$ cat src/rtl/ol_link_sequencer_pkg.sv
// -----------------------------------------------------------------------------
// ol_pkg
// Shared definitions for the optical link sequencer: the sequencer state
// encoding, the retry counter width and a saturating retry increment.
// No ports (package).
// -----------------------------------------------------------------------------
package ol_pkg;

   localparam int RETRY_W = 4;
   localparam logic [RETRY_W-1:0] RETRY_MAX = '1;

   typedef enum logic [2:0] {
      ST_IDLE  = 3'd0,
      ST_LOWER = 3'd1,
      ST_TRAIN = 3'd2,
      ST_CHECK = 3'd3,
      ST_UP    = 3'd4,
      ST_FAIL  = 3'd5
   } seq_state_e;

   // Retry count sticks at its maximum instead of wrapping to zero.
   function automatic logic [RETRY_W-1:0] retry_sat_inc(input logic [RETRY_W-1:0] cnt);
      return (cnt == RETRY_MAX) ? cnt : cnt + 1'b1;
   endfunction

endpackage

$ cat src/rtl/ol_link_sequencer_if.sv
// -----------------------------------------------------------------------------
// ol_link_sequencer_if
// Bundles the link sequencer's control, per-lane status and result signals.
//   master : drives enable and the per-lane lane_send_err / lane_error /
//            lane_ena_rx inputs; observes the sequencer outputs.
//   slave  : the sequencer side; drives lane_live, lane_ok, link_up,
//            link_fail and retry_cnt.
// -----------------------------------------------------------------------------
interface ol_link_sequencer_if
   import ol_pkg::*;
#(
   parameter int N_LANES = 4
);

   logic                 enable;
   logic [N_LANES-1:0]   lane_send_err;
   logic [N_LANES-1:0]   lane_error;
   logic [N_LANES-1:0]   lane_ena_rx;
   logic [N_LANES-1:0]   lane_live;
   logic [N_LANES-1:0]   lane_ok;
   logic                 link_up;
   logic                 link_fail;
   logic [RETRY_W-1:0]   retry_cnt;

   modport master (
      output enable, lane_send_err, lane_error, lane_ena_rx,
      input  lane_live, lane_ok, link_up, link_fail, retry_cnt
   );

   modport slave (
      input  enable, lane_send_err, lane_error, lane_ena_rx,
      output lane_live, lane_ok, link_up, link_fail, retry_cnt
   );

endinterface

$ cat src/rtl/ol_link_sequencer_lane_monitor.sv
// -----------------------------------------------------------------------------
// ol_lane_monitor
// Per-lane result latch and (optionally) link-loss detector.
// Optional feature macro: OL_SEQ_LOSS_MONITOR_EN (loss counter compiled in).
// Ports:
//   clk, rst  : clock, asynchronous active-high reset
//   clr       : clears done/ok at the start of a training attempt
//   capture   : training window open; strobes are recorded only while high
//   send_err  : one-cycle result strobe from the lane controller
//   error     : lane error flag, valid with send_err (0 = pass)
//   ena_rx    : lane receiver status (0 = receiving)
//   up        : link is in UP; loss counting is only active here
//   done      : this lane has reported in the current attempt
//   ok        : this lane passed in the current / last attempt
//   loss      : this cycle completes LOSS_CYC consecutive ena_rx-high cycles
// -----------------------------------------------------------------------------
module ol_lane_monitor
   import ol_pkg::*;
#(
   parameter int unsigned LOSS_CYC = 256
) (
   input  logic clk,
   input  logic rst,
   input  logic clr,
   input  logic capture,
   input  logic send_err,
   input  logic error,
   input  logic ena_rx,
   input  logic up,
   output logic done,
   output logic ok,
   output logic loss
);

   // Only the first strobe of an attempt counts; later ones are ignored.
   always_ff @(posedge clk or posedge rst) begin
      if (rst) begin
         done <= 1'b0;
         ok   <= 1'b0;
      end else if (clr) begin
         done <= 1'b0;
         ok   <= 1'b0;
      end else if (capture && send_err && !done) begin
         done <= 1'b1;
         ok   <= ~error;
      end
   end

`ifdef OL_SEQ_LOSS_MONITOR_EN
   localparam int LOSS_W = $clog2(LOSS_CYC + 1);

   logic [LOSS_W-1:0] loss_cnt;

   // Counts consecutive not-receiving cycles while UP; any 0 restarts it.
   always_ff @(posedge clk or posedge rst) begin
      if (rst) begin
         loss_cnt <= '0;
      end else if (up && ena_rx) begin
         loss_cnt <= loss_cnt + 1'b1;
      end else begin
         loss_cnt <= '0;
      end
   end

   assign loss = up && ena_rx && (loss_cnt == LOSS_W'(LOSS_CYC - 1));
`else
   logic unused_loss_inputs;
   assign unused_loss_inputs = ena_rx ^ up ^ (LOSS_CYC == 0);
   assign loss = 1'b0;
`endif

endmodule

$ cat src/rtl/ol_link_sequencer.sv
// -----------------------------------------------------------------------------
// ol_link_sequencer
// Brings up an N_LANES optical link: holds LIVE low for HOLD_CYC cycles,
// raises LIVE and collects one pass/fail strobe per lane (bounded by
// TRAIN_TO cycles), then either declares the link UP or retries, giving up
// in FAIL after MAX_RETRY failed attempts. enable=0 returns to IDLE.
// Optional feature macro: OL_SEQ_LOSS_MONITOR_EN (in UP, LOSS_CYC consecutive
// ena_rx-high cycles on any lane forces a new attempt).
// Ports:
//   clk  : clock, rising edge
//   rst  : asynchronous active-high reset
//   bus  : ol_link_sequencer_if.slave (enable, per-lane inputs, all outputs)
// All outputs are registered.
// -----------------------------------------------------------------------------
module ol_link_sequencer
   import ol_pkg::*;
#(
   parameter int          N_LANES   = 4,
   parameter int          HOLD_CYC  = 16,
   parameter int unsigned TRAIN_TO  = 24'h180000,
   parameter int          MAX_RETRY = 3,
   parameter int unsigned LOSS_CYC  = 256
) (
   input  logic                clk,
   input  logic                rst,
   ol_link_sequencer_if.slave  bus
);

   localparam int HOLD_W = $clog2(HOLD_CYC + 1);
   localparam int TMO_W  = $clog2(TRAIN_TO + 1);

   seq_state_e          state;
   seq_state_e          state_nxt;

   logic [HOLD_W-1:0]   hold_cnt;
   logic [TMO_W-1:0]    tmo_cnt;

   logic [N_LANES-1:0]  done;
   logic [N_LANES-1:0]  ok;
   logic [N_LANES-1:0]  loss;

   logic                train_clr;
   logic                train_cap;
   logic                all_done;
   logic                tmo_last;
   logic                hold_last;
   logic [RETRY_W-1:0]  retry_inc;

   logic [N_LANES-1:0]  live_q, live_nxt;
   logic                up_q, fail_q;
   logic [RETRY_W-1:0]  retry_q, retry_nxt;

   // ---------------------------------------------------------------- lanes
   for (genvar i = 0; i < N_LANES; i++) begin : g_lane
      ol_lane_monitor #(
         .LOSS_CYC (LOSS_CYC)
      ) u_mon (
         .clk      (clk),
         .rst      (rst),
         .clr      (train_clr),
         .capture  (train_cap),
         .send_err (bus.lane_send_err[i]),
         .error    (bus.lane_error[i]),
         .ena_rx   (bus.lane_ena_rx[i]),
         .up       (state == ST_UP),
         .done     (done[i]),
         .ok       (ok[i]),
         .loss     (loss[i])
      );
   end

   // Latches clear on the edge that enters TRAIN; strobes arriving together
   // with enable=0 are dropped so the previous lane_ok is kept.
   assign train_clr = (state != ST_TRAIN) && (state_nxt == ST_TRAIN);
   assign train_cap = (state == ST_TRAIN) && bus.enable;

   // Counting this cycle's strobes lets CHECK follow the last strobe directly.
   assign all_done  = &(done | bus.lane_send_err);
   assign tmo_last  = (tmo_cnt == TMO_W'(TRAIN_TO - 1));
   assign hold_last = (hold_cnt == HOLD_W'(HOLD_CYC - 1));
   assign retry_inc = retry_sat_inc(retry_q);

   // ------------------------------------------------------- state register
   // NOTE: flops use non-blocking assignments so every register samples the
   // pre-edge values of its inputs regardless of process ordering.
   always_ff @(posedge clk or posedge rst) begin
      if (rst) begin
         state <= ST_IDLE;
      end else begin
         state <= state_nxt;
      end
   end

   // ------------------------------------------------------ next-state logic
   // NOTE: every signal assigned here gets a default first, so no path can
   // leave it unassigned and infer a latch.
   always_comb begin
      state_nxt = state;
      if (!bus.enable) begin
         state_nxt = ST_IDLE;
      end else begin
         case (state)
            ST_IDLE:  state_nxt = ST_LOWER;
            ST_LOWER: if (hold_last) state_nxt = ST_TRAIN;
            ST_TRAIN: if (all_done || tmo_last) state_nxt = ST_CHECK;
            ST_CHECK: begin
               if (&ok) begin
                  state_nxt = ST_UP;
               end else if (retry_inc == RETRY_W'(MAX_RETRY)) begin
                  state_nxt = ST_FAIL;
               end else begin
                  state_nxt = ST_LOWER;
               end
            end
            ST_UP:    if (|loss) state_nxt = ST_LOWER;
            ST_FAIL:  state_nxt = ST_FAIL;
            default:  state_nxt = ST_IDLE;
         endcase
      end
   end

   // ---------------------------------------------------------- output logic
   // Outputs are computed from the state being entered and registered, so
   // they change on the same edge as the state.
   always_comb begin
      live_nxt  = '0;
      retry_nxt = retry_q;
      case (state_nxt)
         ST_TRAIN, ST_CHECK, ST_UP: live_nxt = '1;
         default:                   live_nxt = '0;
      endcase
      if (state_nxt == ST_IDLE || state_nxt == ST_UP) begin
         retry_nxt = '0;
      end else if (state == ST_CHECK) begin
         retry_nxt = retry_inc;
      end
   end

   always_ff @(posedge clk or posedge rst) begin
      if (rst) begin
         live_q  <= '0;
         up_q    <= 1'b0;
         fail_q  <= 1'b0;
         retry_q <= '0;
      end else begin
         live_q  <= live_nxt;
         up_q    <= (state_nxt == ST_UP);
         fail_q  <= (state_nxt == ST_FAIL);
         retry_q <= retry_nxt;
      end
   end

   // Hold and timeout counters run only while their state persists, so they
   // restart from zero on every entry.
   always_ff @(posedge clk or posedge rst) begin
      if (rst) begin
         hold_cnt <= '0;
         tmo_cnt  <= '0;
      end else begin
         hold_cnt <= (state == ST_LOWER && state_nxt == ST_LOWER) ? hold_cnt + 1'b1 : '0;
         tmo_cnt  <= (state == ST_TRAIN && state_nxt == ST_TRAIN) ? tmo_cnt + 1'b1 : '0;
      end
   end

   assign bus.lane_live = live_q;
   assign bus.lane_ok   = ok;
   assign bus.link_up   = up_q;
   assign bus.link_fail = fail_q;
   assign bus.retry_cnt = retry_q;

endmodule

$ cat src/flat_wrapper.sv
// flat-port wrapper written by rule: the top's interface ports become plain ports
module ol_link_sequencer_flat import ol_pkg::*;
#(
   parameter int          N_LANES   = 4,
   parameter int          HOLD_CYC  = 16,
   parameter int unsigned TRAIN_TO  = 24'h180000,
   parameter int          MAX_RETRY = 3,
   parameter int unsigned LOSS_CYC  = 256
)
  (clk, rst, bus_enable, bus_lane_send_err, bus_lane_error, bus_lane_ena_rx, bus_lane_live, bus_lane_ok, bus_link_up, bus_link_fail, bus_retry_cnt);
  ol_link_sequencer_if #(.N_LANES(N_LANES)) bus_i ();
  input  logic clk;
  input  logic rst;
  input wire logic [$bits(bus_i.enable)-1:0] bus_enable;
  input wire logic [$bits(bus_i.lane_send_err)-1:0] bus_lane_send_err;
  input wire logic [$bits(bus_i.lane_error)-1:0] bus_lane_error;
  input wire logic [$bits(bus_i.lane_ena_rx)-1:0] bus_lane_ena_rx;
  output wire logic [$bits(bus_i.lane_live)-1:0] bus_lane_live;
  output wire logic [$bits(bus_i.lane_ok)-1:0] bus_lane_ok;
  output wire logic [$bits(bus_i.link_up)-1:0] bus_link_up;
  output wire logic [$bits(bus_i.link_fail)-1:0] bus_link_fail;
  output wire logic [$bits(bus_i.retry_cnt)-1:0] bus_retry_cnt;
  assign bus_i.enable = bus_enable;
  assign bus_i.lane_send_err = bus_lane_send_err;
  assign bus_i.lane_error = bus_lane_error;
  assign bus_i.lane_ena_rx = bus_lane_ena_rx;
  assign bus_lane_live = bus_i.lane_live;
  assign bus_lane_ok = bus_i.lane_ok;
  assign bus_link_up = bus_i.link_up;
  assign bus_link_fail = bus_i.link_fail;
  assign bus_retry_cnt = bus_i.retry_cnt;
  ol_link_sequencer #(.N_LANES(N_LANES), .HOLD_CYC(HOLD_CYC), .TRAIN_TO(TRAIN_TO), .MAX_RETRY(MAX_RETRY), .LOSS_CYC(LOSS_CYC)) u_core (.clk(clk), .rst(rst), .bus(bus_i));
endmodule
$ cat config.mk
export PLATFORM = sky130hd
export DESIGN_NAME = ol_link_sequencer_flat
export DESIGN_NICKNAME = d
export VERILOG_FILES = /design/src/rtl/ol_link_sequencer_pkg.sv /design/src/rtl/ol_link_sequencer_if.sv /design/src/rtl/ol_link_sequencer_lane_monitor.sv /design/src/rtl/ol_link_sequencer.sv /design/src/flat_wrapper.sv
export SDC_FILE = /design/constraint.sdc
export NUM_CORES = 1
export LEC_CHECK = 0
export CORE_ASPECT_RATIO = 1.5
export CORE_MARGIN = 10
export CORE_UTILIZATION = 50
export DETAILED_ROUTE_END_ITERATION = 8
export MAX_ROUTING_LAYER = met4
export PLACE_DENSITY = 0.73
export SLEW_MARGIN = 20
export SYNTH_ARGS = -nofsm -noshare
export SYNTH_HDL_FRONTEND = slang
export SYNTH_SLANG_ARGS = --single-unit
$ cat constraint.sdc
create_clock -name clk -period 2.6 [get_ports clk]
set_clock_uncertainty 0.15 [all_clocks]
set_input_delay 0.65 -clock clk [delete_from_list [all_inputs] [get_ports clk]]
set_output_delay 0.65 -clock clk [all_outputs]
set_load 0.05 [all_outputs]
Word-level counts from Yosys, hierarchy flattened
Cells that the tools add are included.

Register bits after elaboration: 47. Bits in latches: 0. Bits in writable memories: 0. Memory bits (read-only): 0. Bits of input ports: 15. Output and inout port bits: 14. Word-level logic and storage cells: 94. Memories: 0.

Add/subtract/negate cells: 3. Multiply operators: 0. Div/mod/pow operators: 0. Magnitude comparators: 0. Eq/ne operators: 15. Shift-type cells: 0. Multiplexer cells: 28. Bitwise logic cells: 5. Reduce and logical (&&, ||, !) cells: 28.

Operators with widths (number): $add A21 B1 Y21 const B (1); $eq A21 B21 Y1 const B (1); $mux W21 (1); $pmux W3 S6 (1); $mux W1 (16); $mux W4 (4); $mux W3 (5); $eq A3 B2 Y1 const B (4); $eq A3 B3 Y1 const B (4); $logic_and A1 B1 Y1 (12); $reduce_bool A2 Y1 (5); $reduce_and A4 Y1 (2); $eq A3 B1 Y1 const B (2); $logic_not A3 Y1 (2); $add A5 B1 Y5 const B (1); $eq A5 B4 Y1 const B (1); $mux W5 (1); $add A4 B1 Y4 const B (1); $eq A4 B2 Y1 const B (1); $eq A4 B4 Y1 const B (1); $logic_not A1 Y1 (4); $not A1 Y1 (4); $or A4 B4 Y4 (1); $ne A3 B2 Y1 const B (1); other kinds (2) (3).

Longest topological paths before layout
Gate-level depths: netlist of the first run.

Depth in word-level cells: 10. Gate-level depth with buffers: 7. Mapped depth without buffers: 6.

Hierarchy
A second synthesis of the first run with hierarchy kept.

Cell total of the unflattened synthesis: 234. Area total of the unflattened synthesis: 2309.7 um2.

By module, submodules not included: ol_link_sequencer (instances 1, cells an instance 190, area an instance 1879.3 um2, sequential area each 900.9 um2); ol_lane_monitor (instances 4, cells an instance 11, area an instance 107.6 um2, sequential area each 50.0 um2).

Worst setup path after synthesis of the first run
OpenSTA, ideal clock, no wires.

Path kind: register to register. From: register u_core.tmo_cnt[0]. To: register u_core.tmo_cnt[5]. Setup time: 119 ps. Arrival: 1915 ps. Required time: 2331 ps. Path slack: 417 ps. Stages on the path, launching flop included: 8. Path buffers: 2. Period minus slack after synthesis: 2183 ps. Cells stage by stage: dfrtp_1 > ha_1 > nand4_2 > or3_1 > buf_6 > o41ai_4 > buf_6 > nor2_1.

Word-level cells in the longest chain between the ends: 8. Elaborated cells on any way between the ends: 9. Those cells by class: add/sub: 1; eq/ne: 2; mux: 4; reduce/logical: 2.

Ends and longest elaborated chain: start: declaration (line ol_link_sequencer.sv:36) `logic [TMO_W-1:0] tmo_cnt;`; start signal: assignment (line ol_link_sequencer.sv:161) `tmo_cnt <= (state == ST_TRAIN && state_nxt == ST_TRAIN) ? tmo_cnt + 1'b1 : '0;`; $eq A21 B21 Y1 (line ol_link_sequencer.sv:79) `assign tmo_last = (tmo_cnt == TMO_W'(TRAIN_TO - 1));`; $logic_or A1 B1 Y1 (line ol_link_sequencer.sv:105) `ST_TRAIN: if (all_done || tmo_last) state_nxt = ST_CHECK;`; $mux W3 (line ol_link_sequencer.sv:105); $pmux W3 S6 (line ol_link_sequencer.sv:102) `case (state)`; $mux W3 (line ol_link_sequencer.sv:99) `if (!bus.enable) begin`; $eq A3 B2 Y1 (line ol_link_sequencer.sv:161); $logic_and A1 B1 Y1 (line ol_link_sequencer.sv:161); $mux W21 * (line ol_link_sequencer.sv:161).

Mark *: on every way between the ends. The rest lies on a longest branch, timed or not. A chain may end at the register's enable or synchronous reset.

Final worst setup path of the first run
From: register u_core.retry_q[2] (netlist: u_core.bus.retry_cnt[2]). To: output port bus_retry_cnt[2].

RTL lines: start: declaration (line ol_link_sequencer.sv:51) `logic [RETRY_W-1:0] retry_q, retry_nxt;`; start signal: assignment (line ol_link_sequencer.sv:149) `retry_q <= retry_nxt;`; end: declaration (line flat_wrapper.sv:22) `output wire logic [$bits(bus_i.retry_cnt)-1:0] bus_retry_cnt;`.

No word-level cell between the ends.

==> results of run 1 <==
[worst paths after layout]
path / startpoint / to / slack (ps) / cells past startpoint
min: u_core.hold_cnt[0]$_DFF_PP0_ / u_core.hold_cnt[0]$_DFF_PP0_ / 330 / 1
min in group asynchronous: rst / u_core.g_lane[3].u_mon.done$_DFFE_PP0P_ / 640 / 3
max in group asynchronous: rst / u_core.bus.retry_cnt[0]$_DFFE_PP0P_ / 1280 / 3
max reg2reg: u_core.tmo_cnt[0]$_DFF_PP0_ / u_core.tmo_cnt[8]$_DFF_PP0_ / 450 / 6
min reg2reg: u_core.hold_cnt[0]$_DFF_PP0_ / u_core.hold_cnt[0]$_DFF_PP0_ / 330 / 1
max: u_core.bus.retry_cnt[2]$_DFFE_PP0P_ / bus_retry_cnt[2] / 230 / 1
[routing by layer]
layer	vias to the layer above	wire length, um
met1	838	1680
met4	0	93
met2	22	2320
met3	9	186
met5	-	0
li1	855	-
[where the power goes]
group          total [mW]  internal [mW]  switching (mW)
Clock               0.513          0.285           0.228
Sequential          0.690          0.686         0.00366
Combinational      0.0488         0.0226          0.0262
Total                1.25          0.994           0.258
[registers in the layout, summed over array words and instances (netlist names)]
name	cells
u_core.bus.link_fail	1
u_core.hold_cnt	5
u_core.tmo_cnt	21
u_core.bus.lane_live	1
u_core.state	3
u_core.g_lane.u_mon.done	4
u_core.bus.link_up	1
u_core.g_lane.u_mon.ok	4
u_core.bus.retry_cnt	4
[stage by stage]
step           hold slack (ps)  util [%]  cell area (um^2)
6_report                   330      61.0              2610
5_1_grt                    347      61.0              2610
4_1_cts                    331      61.0              2610
3_5_place_dp               320      58.5              2510
3_3_place_gp               302      58.5              2510
2_1_floorplan              283         -              2250
[cells in the mapped netlist, drive strengths merged, types with 3 or more instances]
library cell and number:
nand4 7, nor3 6, and2 3, ha 4, dfrtp 44, o21ai 7, nand3b 3, and3 4
a21oi 15, nand2 9, xnor2 10, a211oi 3, inv 15, and4 3, nor2 30, or3 5
o22ai 3, nand3 10, clkbuf 4, or4 3, nor4 4, xor2 5, or2 3, buf 9
[cells by family after synthesis]
logic type | synth area share [%]
buf+inv | 6.50
compound gates | 11.6
simple gates | 24.1
xor+xnor | 5.83
mux | 0.888
fa+ha+maj | 2.22
flops | 48.9
[area by class of cell]
type	instances	share of cell area, %
clock buffer	6	2.78
multi-input combinational	158	38.5
inverter	15	2.15
timing repair buffer	30	10.9
clock inverter	2	1.34
tap	46	2.20
sequential	44	42.1
==> metrics, run 1 <==
sequential element share of the synthesized area around half; Post-Layout Cell Count about 300; most crowded layer after global routing met2; die height a little over 100 um; peak supply drop 399 uV; vias in the first global route roughly 1.8k; area leader, netlist dfrtp_1; Post-synth ARST share 100%; FF/Latch Area ~1100 um^2; DIE AREA between 7000 and 8000 um^2; via/cell ratio around 5.7; final hold viol count 0; CORE AREA ~4300 um^2; Avg Cell Area, Syn 9.80 um^2; grt total ovfl 0; status complete, no violations; GR Util All Layers roughly 13%; fraction of layout cells with a size suffix above 1 between 8 and 9%; count of pins over their slew limit 0; most common flop cell mapped by yosys dfrtp_1; Worst Path Max Fanout 6; Final Cycle Share between 90% and 100%; area of the multi-input gates 1010 um^2; largest net degree at the start of global routing 45; Power Density roughly 480 nW/um^2; Final setup viols 0; met2 usage 23.7%; Cell Chain, Critical Path clkdlybuf4s50_1; commonest non-fill, non-tap cell in the layout dfrtp_1; Synth-to-Final Area Change 16.0%; num ports 29; Syn Inst Count 230; Power Total 1.25 mW; later-pin clock latency in the skew report 300 ps; synth top area cells dfrtp_1 49%, nor2_1 5.0%, xnor2_1 3.9%, a21oi_1 3.3%, inv_1 2.5%; most frequent cells in the layout 44 x dfrtp_1, 30 x nor2_1, 24 x clkdlybuf4s50_1; global-route wire length before repair about 7.5 mm; Max Cap Viol 0; fin crit period around 2400 ps; WP buf/inv 1; hold-fix buffers at CTS 0; top cell type's share of synthesized area around half; met1 Resource Use GR about an eighth; Rows 29; Initial Util a little over half; CTS clk-pin slew, worst paths around 80 ps; setup TNS 0 ps; synthesized flop and latch total 44; post-CTS sizing 0; met3 Use GR between 2 and 3%; Yosys warning count 0; Hold Path Class flop to flop; Slew HR 63.2%; unrepaired setup endpoints after global routing false; Post-CTS Setup Bufs 0; Crit path largest cell delay roughly 840 ps; Startpoint Class flop; critical path arrival 1570 ps; Static Leakage between 1 and 1.5 nW; drt initial violations 126; dpl hpwl between 3 and 4 mm; diode count 0; drt pass-1 iters 4; Slew @ Worst Pin about 550 ps; DRC Markers 0; total number of vias between 1.5k and 2k; clock sink total between 40 and 50; drt wl/cell roughly 14 um; syn_nets 249; Die Wd ~75 um; TritonCTS Buffers 5; f_max between 0.4 and 0.5 GHz; Worst setup EP type output pin; Clock Tree Buf Depth 2; Post-synth EDFFs 0; H-Tree Depth 2; placed cells 293; GP Congestion a little over 0.8; Crit Path Category flop to output pin; Largest delay share family, worst path buffers and inverters; CP max stage cell clkdlybuf4s50_1; Routed WL 4.28 mm; root buf cell clkbuf_8; # port buffers 24; Final nets ~270; initial antenna violation count 0; filler cell count between 300 and 400; Mapped Area about 2300 um^2; final setup margin 226 ps; antenna viol nets, final 0; Synth cell types 45; WP data required ~1800 ps; Setup WS pre-CTS approximately 180 ps; TritonCTS clock tree yes
(Power assumes the default switching activity.)
==> run 2, diff against run 1 <==
- CORE_MARGIN: 10 -> not set
- SYNTH_HIERARCHICAL: not set -> 1
==> run 2 against run 1 <==
Compared with the run above:
- setup slack improved by 0.91 ps
- cell count is 1.0% higher
- critical endpoint unchanged
- via count fell by 2.7%
- critical path depth is the same
- core utilization rose by 0.096 points
- largest cell class unchanged
- die area decreased by 36%
- global-route usage up 6.7 points
- combinational power grew 22%
==> metrics, run 2 <==
commonest non-fill, non-tap cell in the layout dfrtp_1; largest net degree at the start of global routing 36; Cell Chain, Critical Path clkdlybuf4s50_1; # port buffers 24; status complete, no violations; Initial Util a little over half; Pint between 0.9 and 1 mW; Die Wd around 57 um; Crit path largest cell delay approximately 840 ps; drt initial violations a little under 50; Mapped Area 2300 um^2; initial antenna violation count 0; Hold Path Class flop to flop; met3 Use GR approximately 3.8%; Top reg by flops u_core/tmo_cnt; f_max ~0.42 GHz; P_sw roughly 0.26 mW; Largest delay share family, worst path buffers and inverters; DRC Markers 0; peak supply drop approximately 300 uV; Design Area, Final about 2600 um^2; fraction of layout cells with a size suffix above 1 ~10%; Rows 29; Max Cap Viol 0; switching share of power between 20% and 30%; fin crit period about 2400 ps; vias in the first global route around 1.7k; area of the multi-input gates 1050 um^2; Power Total 1.19 mW; GP Congestion just over 0.8; met2 usage 33.2%; Slew @ Worst Pin around 500 ps; Final Cycle Share approximately nine tenths; hold-fix buffers at CTS 0; TritonCTS Buffers 5; critical path arrival about 1600 ps; Avg Cell Area, Syn between 9 and 10 um^2; dpl hpwl between 3 and 4 mm; Worst Path Max Fanout 6; root buf cell clkbuf_8; syn_nets ~250; final setup margin approximately 230 ps; Static Leakage 1.19 nW; max reg flops 21; via/cell ratio 5.52; WP buf/inv 1; filler cell count approximately 380; count of pins over their slew limit 0; Slew HR around 66%; diode count 0; total number of vias about 1.7k; CTS clk-pin slew, worst paths 80 ps; drt wl/cell ~14 um; Final nets 276; final hold viol count 0; CORE AREA 4320 um^2; Routed WL roughly 4.1 mm; FF/Latch Area 1100 um^2; Crit Path Category flop to output pin; drt pass-1 iters 5; later-pin clock latency in the skew report 290 ps; WP data required around 1800 ps; Worst setup EP type output pin; antenna viol nets, final 0; Sequential Power Share 58.3%; clock share of power 36.7%; Final setup viols 0; unrepaired setup endpoints after global routing false; num ports 29; most crowded layer after global routing met2; Power Density 450 nW/um^2; Clock Tree Buf Depth 2; post-CTS sizing 0; Setup WS pre-CTS -3.69 ps; Comb pwr share under 10%; WHS ~310 ps; H-Tree Depth 2; placed cell area 2550 um^2; grt total ovfl 0; global-route wire length before repair 7.18 mm; Synth-to-Final Area Change 14.6%; met1 Resource Use GR 21.9%; clock sink total 44; DIE AREA 4890 um^2; Yosys warning count 6; CP max stage cell clkdlybuf4s50_1; TritonCTS clock tree yes; Startpoint Class flop; GR Util All Layers around a fifth; most frequent cells in the layout 44 x dfrtp_1, 37 x nor2_1, 24 x clkdlybuf4s50_1; largest registers u_core/tmo_cnt (21), u_core/hold_cnt (5); Post-CTS Setup Bufs 0; Syn Inst Count approximately 230; setup TNS 0 ps; die height between 80 and 90 um
-- run 2: worst paths after layout --
| check | to | startpoint | cells after the start | slack [ps] |
|---|---|---|---|---|
| max | bus_retry_cnt[2] | u_core/bus.retry_cnt[2]$_DFFE_PP0P_ | 1 | 230 |
| max reg2reg | u_core/bus.retry_cnt[2]$_DFFE_PP0P_ | u_core/hold_cnt[0]$_DFF_PP0_ | 8 | 280 |
| max in group asynchronous | u_core/tmo_cnt[13]$_DFF_PP0_ | rst | 3 | 1190 |
| min reg2reg | u_core/hold_cnt[0]$_DFF_PP0_ | u_core/hold_cnt[0]$_DFF_PP0_ | 1 | 310 |
| min | u_core/hold_cnt[0]$_DFF_PP0_ | u_core/hold_cnt[0]$_DFF_PP0_ | 1 | 310 |
| min in group asynchronous | u_core/bus.retry_cnt[1]$_DFFE_PP0P_ | rst | 2 | 490 |
-- run 2: cell type report --
cell class / instances / area share, %
clock buffers: 7 / 3.27
clock inverters: 1 / 0.284
inverters: 15 / 2.13
multi-input cells: 161 / 39.6
flip-flops and latches: 44 / 41.7
well taps: 46 / 2.18
repair buffers: 30 / 10.8
-- run 2: power groups by stage --
stage	sequential [mW]	clock (mW)	combinational [mW]
2_1_floorplan	0.709	0	0.0320
3_3_place_gp	0.707	0	0.0602
3_5_place_dp	0.707	0	0.0606
4_1_cts	0.694	0.451	0.0609
5_1_grt	0.694	0.476	0.0667
6_report	0.694	0.436	0.0597
-- run 2: stage by stage --
stage                     std cells  util (%)
after CTS                       304      61.1
final                           304      61.1
after floorplan                 233         -
after global placement          296      59.0
after global routing            304      61.1
after detailed placement        296      59.0
-- run 2: per-layer routing --
metal	routed length, um	part of all wire [%]	vias up
met2	2140	52	25
met3	98	2.4	6
met5	0	0	-
li1	-	-	831
met1	1850	45	815
met4	61	1.5	0
-- run 2: worst reg2reg max path: cells and delay by family (launching register included) --
kind | cells | cell delay [ps]
adder cells (fa/ha/maj) | 2 | 460
flip-flops | 1 | 400
AO/OA/AOI/OAI | 1 | 110
AND/OR/NAND/NOR | 5 | 1060
